## src/rtl/irq_pkg.sv

```systemverilog
// Shared types and constants for the interrupt controller: FSM encoding,
// register map and the ID width helper.
package irq_pkg;

  typedef enum logic [1:0] {
    IDLE    = 2'd0,
    ASSERT  = 2'd1,
    SERVICE = 2'd2
  } irq_state_t;

  localparam logic [1:0] REG_MASK  = 2'd0;
  localparam logic [1:0] REG_PEND  = 2'd1;
  localparam logic [1:0] REG_CLAIM = 2'd2;
  localparam logic [1:0] REG_STAT  = 2'd3;

  localparam int          CLAIM_VALID_BIT = 31;
  localparam logic [31:0] IRQ_VECTOR      = 32'h8000_0008;

  function automatic int id_width(input int n);
    return (n > 1) ? $clog2(n) : 1;
  endfunction

endpackage

```

## src/rtl/irq_ctrl_if.sv

```systemverilog
// CPU/peripheral-facing bundle of the interrupt controller.
// Handshake: irq is held high until a one-cycle irq_ack; a one-cycle eret ends service.
interface irq_ctrl_if #(
  parameter int N_SRC = 8
) ();
  import irq_pkg::*;

  localparam int ID_W = id_width(N_SRC);

  logic [N_SRC-1:0] src_in;
  logic             irq;
  logic             irq_ack;
  logic             eret;
  logic [1:0]       reg_addr;
  logic             reg_we;
  logic [31:0]      reg_wdata;
  logic [31:0]      reg_rdata;
  logic [ID_W-1:0]  cur_id;
  irq_state_t       state;

  modport master (
    output src_in, irq_ack, eret, reg_addr, reg_we, reg_wdata,
    input  irq, reg_rdata, cur_id, state
  );

  modport slave (
    input  src_in, irq_ack, eret, reg_addr, reg_we, reg_wdata,
    output irq, reg_rdata, cur_id, state
  );

endinterface

```

## src/rtl/irq_prio_enc.sv

```systemverilog
// Combinational priority encoder: the lowest set request index wins.
module irq_prio_enc
  import irq_pkg::*;
#(
  parameter int N_SRC = 8,
  parameter int ID_W  = id_width(N_SRC)
) (
  input  logic [N_SRC-1:0] req,
  output logic [ID_W-1:0]  id,
  output logic             valid
);

  always_comb begin
    id    = '0;
    valid = 1'b0;
    for (int i = N_SRC - 1; i >= 0; i--) begin
      if (req[i]) begin
        id    = ID_W'(i);
        valid = 1'b1;
      end
    end
  end

endmodule

```

## src/rtl/irq_ctrl.sv

```systemverilog
// Interrupt controller: synchronizes and edge-detects sources, latches them as
// pending, masks, prioritizes and drives one registered irq per service.
module irq_ctrl
  import irq_pkg::*;
#(
  parameter int N_SRC = 8
) (
  input logic       clk,
  input logic       reset,
  irq_ctrl_if.slave bus
);

  localparam int ID_W = id_width(N_SRC);

  logic [N_SRC-1:0] sync1, sync2, prev;
  logic [N_SRC-1:0] rise, w1c, ack_clr, req;
  logic [N_SRC-1:0] mask, pend;
  logic [1:0]       warm_cnt;
  logic             warm;
  logic             ack_take;
  logic [ID_W-1:0]  win_id;
  logic             win_valid;
  irq_state_t       state;
  logic             irq;
  logic [ID_W-1:0]  cur_id;
  logic [31:0]      rdata;

  // Edges are ignored until the sync chain has refilled after reset, so a line
  // held high across reset release is not mistaken for a fresh rise.
  always_ff @(posedge clk or posedge reset) begin
    if (reset) begin
      sync1    <= '0;
      sync2    <= '0;
      prev     <= '0;
      warm_cnt <= 2'd0;
    end else begin
      sync1 <= bus.src_in;
      sync2 <= sync1;
      prev  <= sync2;
      if (warm_cnt != 2'd3) warm_cnt <= warm_cnt + 2'd1;
    end
  end

  assign warm     = (warm_cnt == 2'd3);
  assign rise     = warm ? (sync2 & ~prev) : '0;
  assign ack_take = (state == ASSERT) && bus.irq_ack;
  assign w1c      = (bus.reg_we && bus.reg_addr == REG_PEND) ? bus.reg_wdata[N_SRC-1:0] : '0;
  assign ack_clr  = ack_take ? (N_SRC'(1) << cur_id) : '0;
  assign req      = pend & mask;

  always_ff @(posedge clk or posedge reset) begin
    if (reset) begin
      mask <= '0;
      pend <= '0;
    end else begin
      if (bus.reg_we && bus.reg_addr == REG_MASK) mask <= bus.reg_wdata[N_SRC-1:0];
      pend <= (pend & ~(w1c | ack_clr)) | rise;
    end
  end

  irq_prio_enc #(.N_SRC(N_SRC), .ID_W(ID_W)) u_prio_enc (
    .req   (req),
    .id    (win_id),
    .valid (win_valid)
  );

  always_ff @(posedge clk or posedge reset) begin
    if (reset) begin
      state  <= IDLE;
      irq    <= 1'b0;
      cur_id <= '0;
    end else begin
      case (state)
        IDLE: if (win_valid) begin
          state  <= ASSERT;
          irq    <= 1'b1;
          cur_id <= win_id;
        end
        ASSERT: if (bus.irq_ack) begin
          state <= SERVICE;
          irq   <= 1'b0;
        end
        SERVICE: if (bus.eret) begin
          state  <= IDLE;
          cur_id <= '0;
        end
        default: begin
          state <= IDLE;
          irq   <= 1'b0;
        end
      endcase
    end
  end

  always_comb begin
    rdata = '0;
    case (bus.reg_addr)
      REG_MASK:  rdata[N_SRC-1:0] = mask;
      REG_PEND:  rdata[N_SRC-1:0] = pend;
      REG_CLAIM: begin
        rdata[CLAIM_VALID_BIT] = (state != IDLE);
        rdata[ID_W-1:0]        = cur_id;
      end
      default: begin
        rdata[1:0] = state;
        rdata[2]   = irq;
      end
    endcase
  end

  assign bus.irq       = irq;
  assign bus.cur_id    = cur_id;
  assign bus.state     = state;
  assign bus.reg_rdata = rdata;

endmodule
```

## src/flat_wrapper.sv

```systemverilog
// flat-port wrapper written by rule: the top's interface ports become plain ports
module irq_ctrl_flat import irq_pkg::*;
#(
  parameter int N_SRC = 8
)
  (clk, reset, bus_src_in, bus_irq_ack, bus_eret, bus_reg_addr, bus_reg_we, bus_reg_wdata, bus_irq, bus_reg_rdata, bus_cur_id, bus_state);
  irq_ctrl_if #(.N_SRC(N_SRC)) bus_i ();
  input logic clk;
  input logic reset;
  input wire logic [$bits(bus_i.src_in)-1:0] bus_src_in;
  input wire logic [$bits(bus_i.irq_ack)-1:0] bus_irq_ack;
  input wire logic [$bits(bus_i.eret)-1:0] bus_eret;
  input wire logic [$bits(bus_i.reg_addr)-1:0] bus_reg_addr;
  input wire logic [$bits(bus_i.reg_we)-1:0] bus_reg_we;
  input wire logic [$bits(bus_i.reg_wdata)-1:0] bus_reg_wdata;
  output wire logic [$bits(bus_i.irq)-1:0] bus_irq;
  output wire logic [$bits(bus_i.reg_rdata)-1:0] bus_reg_rdata;
  output wire logic [$bits(bus_i.cur_id)-1:0] bus_cur_id;
  output wire logic [$bits(bus_i.state)-1:0] bus_state;
  assign bus_i.src_in = bus_src_in;
  assign bus_i.irq_ack = bus_irq_ack;
  assign bus_i.eret = bus_eret;
  assign bus_i.reg_addr = bus_reg_addr;
  assign bus_i.reg_we = bus_reg_we;
  assign bus_i.reg_wdata = bus_reg_wdata;
  assign bus_irq = bus_i.irq;
  assign bus_reg_rdata = bus_i.reg_rdata;
  assign bus_cur_id = bus_i.cur_id;
  assign bus_state = bus_i.state;
  irq_ctrl #(.N_SRC(N_SRC)) u_core (.clk(clk), .reset(reset), .bus(bus_i));
endmodule
```

## config.mk

```make
export PLATFORM = sky130hd
export DESIGN_NAME = irq_ctrl_flat
export DESIGN_NICKNAME = d
export VERILOG_FILES = /design/src/rtl/irq_pkg.sv /design/src/rtl/irq_ctrl_if.sv /design/src/rtl/irq_prio_enc.sv /design/src/rtl/irq_ctrl.sv /design/src/flat_wrapper.sv
export SDC_FILE = /design/constraint.sdc
export NUM_CORES = 1
export LEC_CHECK = 0
export BUFFER_PORTS_ARGS = -buffer_cell sky130_fd_sc_hd__buf_2
export CAP_MARGIN = 25
export CORE_AREA = 3 3 73 75
export DETAILED_ROUTE_END_ITERATION = 8
export DIE_AREA = 0 0 76 78
export GPL_ROUTABILITY_DRIVEN = 0
export GPL_TIMING_DRIVEN = 0
export PLACE_DENSITY_LB_ADDON = 0.2
export SYNTH_ARGS = -nofsm -noshare
export SYNTH_HDL_FRONTEND = slang
export SYNTH_HIERARCHICAL = 1
export SYNTH_SLANG_ARGS = --single-unit
```

## constraint.sdc

```tcl
create_clock -name clk -period 2.25 [get_ports clk]
set_clock_uncertainty 0.05 [all_clocks]
set_input_delay 0.45 -clock clk [delete_from_list [all_inputs] [get_ports clk]]
set_output_delay 0.45 -clock clk [all_outputs]
set_load 0.01 [all_outputs]
```

; After elaboration in Yosys (flattened, before gate mapping)
; Cells that the tools add are included.
[op_classes]
n_bitwise = 8
muxes = 32
addsub = 1
n_eq_ne = 9
n_shift = 1
reduce_logical = 10
[op_table]
columns = cell, count
row1 = 2-to-1 mux 3 bit, 10
row2 = AND 8 bit, 3
row3 = 2-to-1 mux 8 bit, 3
row4 = inverter 8 bit, 2
row5 = OR 8 bit, 2
row6 = 2-to-1 mux 1 bit, 11
row7 = one-hot mux 5 bit (2 select lines), 1
row8 = one-hot mux 3 bit (3 select lines), 1
row9 = AND reduction 3 bit, 3
row10 = inequality test 2 bit (second input constant), 4
row11 = left shift 1 x 3 -> 8 bit (first input constant), 1
row12 = equality test 2 bit (second input constant), 3
row13 = 2-to-1 mux 2 bit, 3
row14 = one-hot mux 2 bit (3 select lines), 1
row15 = one-hot mux 3 bit (2 select lines), 1
row16 = equality test 2 x 1 -> 1 bit (second input constant), 2
row17 = logical NOT 2 bit, 2
row18 = nonzero test 2 bit, 2
row19 = logical AND 1 bit, 3
row20 = one-hot mux 1 bit (3 select lines), 1
row21 = adder 2 x 1 -> 2 bit (second input constant), 1
row22 = inverter 1 bit, 1
[word_totals]
in_bits = 47
out_inout_bits = 38
wordCells = 70
ff_bits = 48

; Logic depth before layout (Yosys ltp)
; Gate-level depths: netlist of run 1.
[logic_depth]
depth_word = 11
mapped_depth = 6
mapped_depth_nobuf = 6

; Modules after synthesis
; The synthesis of run 1 kept the hierarchy.
[modules_own_cells]
columns = module, instances, cells_per_inst, area_per_inst_um2, seq_area_each_um2
row1 = irq_ctrl, 1, 177, 2139.6, 1201.2
row2 = irq_prio_enc, 1, 13, 80.1, 0.0

; Worst setup path after synthesis of run 1
; No wires, ideal clock.
[synth_path]
path_type = in2out
startpoint = input port bus_reg_addr[0]
endpoint = output port bus_reg_rdata[0]
path_buffers = 1
t_arrival_ns = 1.164
required_time_ns = 1.750
path_slack_ns = 0.586
cell_stages = 2
path_cell_list = buf_4 > mux4_2
[synth_via]
elab_chain_cells = 2
word_cells_on_any_way = 4
[synth_lines]
columns = element, line_no
row1 = from (decl), flat_wrapper.sv:13  ; input wire logic [$bits(bus_i.reg_addr)-1:0] bus_reg_addr;
row2 = equality test 2 bit (tied with other cells), irq_ctrl.sv:97  ; case (bus.reg_addr)
row3 = one-hot mux 3 bit (3 select lines) *, irq_ctrl.sv:97
row4 = to (decl), flat_wrapper.sv:17  ; output wire logic [$bits(bus_i.reg_rdata)-1:0] bus_reg_rdata;
; Every way passes the cells marked *; elsewhere a longest branch is shown, timed or not.

; Final worst setup path of run 1
[layout_path]
startpoint = register u_core.state[1] (netlist: u_core/bus.state[1])
endpoint = output port bus_reg_rdata[1]
[layout_via]
elab_chain_cells = 1
[layout_lines]
columns = element, line_no
row1 = from (decl), irq_ctrl.sv:23  ; irq_state_t state;
row2 = from (signal assigned), irq_ctrl.sv:69  ; state <= IDLE;
row3 = from (signal assigned), irq_ctrl.sv:75  ; state <= ASSERT;
row4 = from (signal assigned), irq_ctrl.sv:80  ; state <= SERVICE;
row5 = one-hot mux 3 bit (3 select lines), irq_ctrl.sv:97
; No other way between the ends.

==> flow_results.xml, run 1 <==
<?xml version="1.0" encoding="UTF-8"?>
<metrics>
  <group name="power_and_ir_drop">
    <metric name="netSwitchingFraction" unit="%">31.44</metric>
    <metric name="netsw" unit="mW">0.7781</metric>
    <metric name="ir_worst_vdd" unit="mV">0.5592</metric>
    <metric name="p_comb_share" unit="%">28.7</metric>
    <metric name="power.static_leakage" unit="nW">1.290</metric>
    <metric name="share_clk_of_total_power" unit="%">26.0</metric>
    <metric name="cellInternalPower" unit="mW">1.697</metric>
    <metric name="powerDensity" unit="nW/um^2">915.9</metric>
    <metric name="seqPwrFrac" unit="%">45.2</metric>
  </group>
  <group name="synthesis">
    <metric name="synth_seq_area_share" unit="%">54.11</metric>
    <metric name="synth.distinct_cells" unit="">35</metric>
    <metric name="synth_seq_cells" unit="">48</metric>
    <metric name="syn-cell-area" unit="um^2">2220</metric>
    <metric name="yosysWarningCount" unit="">6</metric>
    <metric name="postSynth.asyncResetShare" unit="%">100.0</metric>
    <metric name="yosysTopAreaCell" unit="">dfrtp_1</metric>
    <metric name="yosys.area.top_type_share" unit="%">54.11</metric>
    <metric name="synth_enable_flop_cells" unit="">0</metric>
    <metric name="dominant_register_cell_in_the_synthesized_netlist" unit="">dfrtp_1</metric>
    <metric name="cell_types_with_the_largest_area_share_after_synthesis" unit="">dfrtp_1, buf_4, mux2_2, nand2_1, mux4_2</metric>
    <metric name="synth_area_per_cell" unit="um^2">11.68</metric>
    <metric name="synthCells" unit="">190</metric>
  </group>
  <group name="drt">
    <metric name="firstDrtPassIters" unit="">4</metric>
    <metric name="vias_per_cell" unit="">4.641</metric>
    <metric name="via_count" unit="">1499</metric>
    <metric name="number_of_nets_with_antenna_violations_after_routing" unit="">0</metric>
    <metric name="wl_per_cell" unit="um">12.43</metric>
    <metric name="detail_route.iter0.violations" unit="">88</metric>
    <metric name="drc" unit="">0</metric>
    <metric name="totalWireLength" unit="um">4015</metric>
  </group>
  <group name="die">
    <metric name="fp.coreArea" unit="um^2">4723</metric>
    <metric name="starting_density" unit="%">46.99</metric>
    <metric name="die_w" unit="um">76</metric>
    <metric name="floorplan.die.height" unit="um">78</metric>
    <metric name="dieArea" unit="um^2">5928</metric>
    <metric name="top_level_pins" unit="">85</metric>
    <metric name="row_count" unit="">25</metric>
  </group>
  <group name="cells_and_area">
    <metric name="multiInputGateArea" unit="um^2">858.3</metric>
    <metric name="total_nets_final" unit="">303</metric>
    <metric name="most-common-layout-cells" unit="">dfrtp_1, buf_2, buf_4</metric>
    <metric name="mostFrequentLayoutCell" unit="">dfrtp_1</metric>
    <metric name="antenna_cells_inserted" unit="">0</metric>
    <metric name="area.growth.synth_to_final" unit="%">21.76</metric>
    <metric name="final_layout_size_suffix_gt1_share" unit="%">34.77</metric>
    <metric name="fin_util" unit="%">57.22</metric>
    <metric name="reg_area" unit="um^2">1201</metric>
    <metric name="fillers" unit="">421</metric>
  </group>
  <group name="clocking">
    <metric name="htree_num_levels" unit="">2</metric>
    <metric name="tritoncts_num_sinks" unit="">48</metric>
    <metric name="cts_setup_buffers" unit="">0</metric>
    <metric name="max-clock-path-buffers" unit="">2</metric>
    <metric name="worst_setup_hold_path_clk_slew" unit="ns">0.09</metric>
    <metric name="clock_tree.root_cell" unit="">clkbuf_8</metric>
    <metric name="cts_tree" unit="">yes</metric>
    <metric name="insertion_delay" unit="ns">0.30</metric>
    <metric name="tritoncts.num_buffers" unit="">5</metric>
    <metric name="post_cts_resize_count" unit="">0</metric>
    <metric name="cts_hold_repair.buffers" unit="">0</metric>
  </group>
  <group name="worst_setup_path">
    <metric name="reg2reg_setup_slack" unit="ns">0.45</metric>
    <metric name="worst-setup-path-type" unit="">reg -&gt; out</metric>
    <metric name="required_arrival_time_at_the_worst_endpoint" unit="ns">1.75</metric>
    <metric name="kind_of_end_point_of_the_critical_path" unit="">output pin</metric>
    <metric name="timing.critical_path.fanout_max" unit="">10</metric>
    <metric name="startpoint_type" unit="">flop</metric>
    <metric name="worst_ep_arrival_time" unit="ns">1.58</metric>
  </group>
  <group name="global_routing">
    <metric name="grt.busiest_layer" unit="">met2</metric>
    <metric name="first_global_vias" unit="">1456</metric>
    <metric name="grtUsageTotal" unit="%">14.11</metric>
    <metric name="grt_start_max_net_pins" unit="">37</metric>
    <metric name="globalRoute.totalOverflow" unit="">0</metric>
    <metric name="grt_use_met1" unit="%">16.16</metric>
    <metric name="use_met2" unit="%">24.65</metric>
    <metric name="grt_antenna_before_repair" unit="">0</metric>
    <metric name="grt_pass1_wl" unit="um">6672</metric>
    <metric name="grtUsageMet3" unit="%">5.104</metric>
  </group>
  <group name="sta">
    <metric name="totalNegativeSetupSlack" unit="ns">0</metric>
    <metric name="finalSetupViolations" unit="">0</metric>
    <metric name="finalHoldViolations" unit="">0</metric>
    <metric name="final-max-slew-violation-count" unit="">0</metric>
    <metric name="post-route-min-period" unit="ns">2.081</metric>
    <metric name="fmax" unit="MHz">480.6</metric>
    <metric name="rsz0062_at_grt" unit="">no</metric>
    <metric name="finalCritPeriodShare" unit="%">92.47</metric>
  </group>
  <group name="run_status">
    <metric name="outcome" unit="">complete, no violations</metric>
  </group>
  <group name="place">
    <metric name="dp_hpwl" unit="um">3027</metric>
    <metric name="port_buffers" unit="">35</metric>
  </group>
  <group name="hold_path">
    <metric name="hp-class" unit="">in -&gt; async</metric>
  </group>
  <group name="flow_run">
    <metric name="maxCapViolCount" unit="">0</metric>
  </group>
</metrics>
[worst paths after layout]
kind	cells past startpoint	startpoint	end
min in group clk	1	bus_src_in[6]	u_core/sync1[6]
min	2	reset	u_core/sync1[4]
min reg2reg	0	u_core/sync1[0]	u_core/sync2[0]
max	3	u_core/bus.state[1]	bus_reg_rdata[1]
max in group asynchronous	3	reset	u_core/warm_cnt[1]
max reg2reg	6	u_core/mask[5]	u_core/bus.cur_id[1]
[worst max-delay path, cell delays in order (launching register included)]
cell and delay (ns):
dfrtp_1 0.41, clkbuf_1 0.22, mux4_2 0.50, buf_2 0.15
[layout make-up]
type | instances | share of cell area [%]
flip-flops and latches | 48 | 44.44
inverters | 5 | 0.6944
repair buffers | 36 | 7.222
plain buffers | 30 | 8.287
well taps | 67 | 3.102
clock buffers | 6 | 3.056
clock inverters | 2 | 1.435
multi-input cells | 129 | 31.76
[power groups by stage]
stage | Sequential, mW | Combinational, mW | Clock (mW)
2_1_floorplan | 1.12 | 0.495 | 0
3_3_place_gp | 1.13 | 0.696 | 0
3_5_place_dp | 1.14 | 0.709 | 0
4_1_cts | 1.12 | 0.713 | 0.667
5_1_grt | 1.14 | 0.784 | 0.707
6_report | 1.12 | 0.711 | 0.644
[registers in the layout (all words and copies together), names as in the netlist]
name	count
u_core/mask	8
u_core/bus.irq	1
u_core/bus.state	2
u_core/warm_cnt	2
u_core/sync1	8
u_core/pend	8
u_core/sync2	8
u_core/prev	8
u_core/bus.cur_id	3
[cell usage after synthesis (3+ instances only)]
library cell and n:
and2_1 8, nand2_1 18, o21ai_0 6, inv_1 5, nor2b_1 6, buf_4 25
o221ai_1 6, mux2_2 9, nor2_1 10, mux2i_1 5, a21oi_1 6, nand3b_1 8
mux4_2 3, o2bb2ai_1 3, dfrtp_1 48
[logic make-up (layout without fill, tap and decap cells)]
kind of cell / Yosys count / after routing / share of synthesized area, %
other: 1 / 23 / 0.1689
XOR/XNOR: 1 / 1 / 0.3947
adder cells (fa/ha/maj): 1 / 1 / 0.5636
multiplexers: 17 / 17 / 9.865
flip-flops: 48 / 48 / 54.11
AO/OA/AOI/OAI: 26 / 26 / 7.949
buffers and inverters: 35 / 79 / 10.94
AND/OR/NAND/NOR: 61 / 61 / 16.01
[routing by layer]
layer  vias to the layer above  wire length, um
met1                       705             1701
met2                        50             1972
met5                         -                0
met3                         7              284
met4                         0               57
li1                        737                -
[per-stage QoR]
step	cell area (um^2)	setup slack [ns]	power (mW)	std cells	hold slack, ns
4_1_cts	2703	0.1589	2.498	323	0.03295
6_report	2703	0.1693	2.475	323	0.03268
3_5_place_dp	2581	0.4090	1.845	315	0.2847
3_3_place_gp	2561	0.009302	1.824	314	0.2814
2_1_floorplan	2302	0.5865	1.617	212	0.2812
5_1_grt	2703	0.08693	2.635	323	0.03862
Power figures use the tool's default switching activity.
==> run 2: changes to the inputs <==
--- a/config.mk
+++ b/config.mk
@@ -13,6 +13,7 @@
 export GPL_ROUTABILITY_DRIVEN = 0
 export GPL_TIMING_DRIVEN = 0
 export PLACE_DENSITY_LB_ADDON = 0.2
+export RECOVER_POWER = 100
 export SYNTH_ARGS = -nofsm -noshare
 export SYNTH_HDL_FRONTEND = slang
 export SYNTH_HIERARCHICAL = 1
==> flow_results.xml, run 2 (synthesis gave the netlist of run 1 again) <==
<?xml version="1.0" encoding="UTF-8"?>
<metrics>
  <group name="worst_setup_path">
    <metric name="worst_path_top_cell_family_by_delay" unit="">buffers and inverters</metric>
    <metric name="worst_path_most_repeated_cell" unit="">clkbuf_1</metric>
    <metric name="worst_ep_arrival_time" unit="ns">1.58</metric>
    <metric name="cell_chain_critical_path" unit="">buf_4 &gt; clkbuf_1 &gt; mux2i_1 &gt; nor2_1 &gt; clkbuf_1</metric>
    <metric name="critPathBufInv" unit="">3</metric>
    <metric name="critical-path-max-stage-delay" unit="ns">0.49</metric>
    <metric name="cell_with_the_largest_stage_delay_on_the_worst_path" unit="">clkbuf_1</metric>
    <metric name="kind_of_end_point_of_the_critical_path" unit="">output pin</metric>
    <metric name="worst-setup-path-type" unit="">in -&gt; out</metric>
    <metric name="required_arrival_time_at_the_worst_endpoint" unit="ns">1.75</metric>
    <metric name="timing.critical_path.fanout_max" unit="">10</metric>
    <metric name="startpoint_type" unit="">input port</metric>
  </group>
  <group name="sta">
    <metric name="max_slew.worst_pin.slew" unit="ns">0.8697</metric>
    <metric name="post-route-min-period" unit="ns">2.078</metric>
    <metric name="fmax" unit="MHz">481.3</metric>
    <metric name="slew_headroom" unit="%">42.02</metric>
    <metric name="finalSetupViolations" unit="">0</metric>
    <metric name="finalHoldViolations" unit="">0</metric>
    <metric name="final-max-slew-violation-count" unit="">0</metric>
    <metric name="finalCritPeriodShare" unit="%">92.34</metric>
    <metric name="totalNegativeSetupSlack" unit="ns">0</metric>
    <metric name="fin_ws" unit="ns">0.1724</metric>
    <metric name="rsz0062_at_grt" unit="">no</metric>
  </group>
  <group name="place">
    <metric name="port_buffers" unit="">35</metric>
    <metric name="post_placement_cell_count" unit="">315</metric>
    <metric name="dp_hpwl" unit="um">3027</metric>
    <metric name="dpl_worst_slack" unit="ns">0.4090</metric>
  </group>
  <group name="drt">
    <metric name="detail_route.iter0.violations" unit="">90</metric>
    <metric name="number_of_nets_with_antenna_violations_after_routing" unit="">0</metric>
    <metric name="drc" unit="">0</metric>
    <metric name="firstDrtPassIters" unit="">4</metric>
    <metric name="wl_per_cell" unit="um">12.47</metric>
    <metric name="vias_per_cell" unit="">4.650</metric>
    <metric name="totalWireLength" unit="um">4027</metric>
    <metric name="via_count" unit="">1502</metric>
  </group>
  <group name="clocking">
    <metric name="cts_setup_buffers" unit="">0</metric>
    <metric name="tritoncts.num_buffers" unit="">5</metric>
    <metric name="worst_setup_hold_path_clk_slew" unit="ns">0.09</metric>
    <metric name="post_cts_resize_count" unit="">0</metric>
    <metric name="cts_hold_repair.buffers" unit="">0</metric>
    <metric name="insertion_delay" unit="ns">0.30</metric>
    <metric name="clock_tree.root_cell" unit="">clkbuf_8</metric>
    <metric name="tritoncts_num_sinks" unit="">48</metric>
    <metric name="cts_tree" unit="">yes</metric>
    <metric name="max-clock-path-buffers" unit="">2</metric>
    <metric name="htree_num_levels" unit="">2</metric>
  </group>
  <group name="global_routing">
    <metric name="first_global_vias" unit="">1456</metric>
    <metric name="grt_pass1_wl" unit="um">6672</metric>
    <metric name="grt_start_max_net_pins" unit="">37</metric>
    <metric name="grt_use_met1" unit="%">16.16</metric>
    <metric name="grtUsageMet3" unit="%">5.104</metric>
    <metric name="use_met2" unit="%">24.65</metric>
    <metric name="grtUsageTotal" unit="%">14.11</metric>
    <metric name="grt_antenna_before_repair" unit="">0</metric>
    <metric name="grt.busiest_layer" unit="">met2</metric>
    <metric name="globalRoute.totalOverflow" unit="">0</metric>
  </group>
  <group name="run_status">
    <metric name="outcome" unit="">complete, no violations</metric>
  </group>
  <group name="cells_and_area">
    <metric name="fin_util" unit="%">55.66</metric>
    <metric name="most-common-layout-cells" unit="">dfrtp_1, buf_4, buf_2, conb_1, nand2_1</metric>
    <metric name="total_nets_final" unit="">303</metric>
    <metric name="mostFrequentLayoutCell" unit="">dfrtp_1</metric>
    <metric name="area.growth.synth_to_final" unit="%">18.43</metric>
    <metric name="final_non_filler_cell_total" unit="">323</metric>
    <metric name="final_layout_size_suffix_gt1_share" unit="%">27.34</metric>
    <metric name="antenna_cells_inserted" unit="">0</metric>
  </group>
  <group name="power_and_ir_drop">
    <metric name="power.static_leakage" unit="nW">1.213</metric>
    <metric name="power.total" unit="mW">2.445</metric>
    <metric name="powerDensity" unit="nW/um^2">930.2</metric>
    <metric name="ir_worst_vdd" unit="mV">0.5586</metric>
  </group>
  <group name="die">
    <metric name="die_w" unit="um">76</metric>
    <metric name="floorplan.die.height" unit="um">78</metric>
    <metric name="row_count" unit="">25</metric>
    <metric name="fp.coreArea" unit="um^2">4723</metric>
    <metric name="starting_density" unit="%">46.99</metric>
    <metric name="top_level_pins" unit="">85</metric>
    <metric name="dieArea" unit="um^2">5928</metric>
  </group>
  <group name="hold_path">
    <metric name="hp-class" unit="">in -&gt; async</metric>
  </group>
  <group name="flow_run">
    <metric name="maxCapViolCount" unit="">0</metric>
  </group>
</metrics>
-- run 2: cell count changes in the layout (fill, tap and decap cells not counted), sizes merged --
cell | previous run | this run
buf | 65 | 47
clkbuf | 7 | 25
-- run 2: layout make-up --
type,count,area (um^2)
Buffer,30,203.9
Clock buffer,6,82.58
Clock inverter,2,38.79
Fill cell,438,2095
Inverter,5,18.77
Multi-Input combinational cell,129,834.6
Sequential cell,48,1201
Tap cell,67,83.83
Timing Repair Buffer,36,165.2
-- run 2: power breakdown --
part | total [mW] | switching [mW] | internal (mW)
sequential | 1.12 | 0.125 | 0.997
clock | 0.646 | 0.282 | 0.363
combinational | 0.678 | 0.370 | 0.308
total | 2.45 | 0.777 | 1.67
-- run 2: per-stage QoR --
step / hold WS, ns / cell area [um^2]
floorplan: 0.2812 / 2302
CTS: 0.03295 / 2703
finish: 0.09797 / 2629
global route: 0.1305 / 2629
detailed placement: 0.2847 / 2581
global placement: 0.2814 / 2561
-- run 2: routing by layer --
| metal | routed length (um) | up-vias | share of wire, % |
|---|---|---|---|
| li1 | - | 738 | - |
| met1 | 1706 | 711 | 42 |
| met2 | 2003 | 46 | 50 |
| met3 | 267 | 7 | 6.6 |
| met4 | 50 | 0 | 1.2 |
| met5 | 0 | - | 0 |
-- run 2: path summary, 6_finish.rpt --
check | startpoint | endpoint | slack (ns) | cells past startpoint
max | bus_reg_addr[0] | bus_reg_rdata[3] | 0.17 | 5
min | reset | u_core/sync1[4] | 0.1 | 2
max reg2reg | u_core/mask[5] | u_core/bus.cur_id[1] | 0.45 | 6
min reg2reg | u_core/sync1[5] | u_core/sync2[5] | 0.30 | 0
max in group asynchronous | reset | u_core/warm_cnt[1] | 0.85 | 3
min in group clk | bus_src_in[6] | u_core/sync1[6] | 0.20 | 1
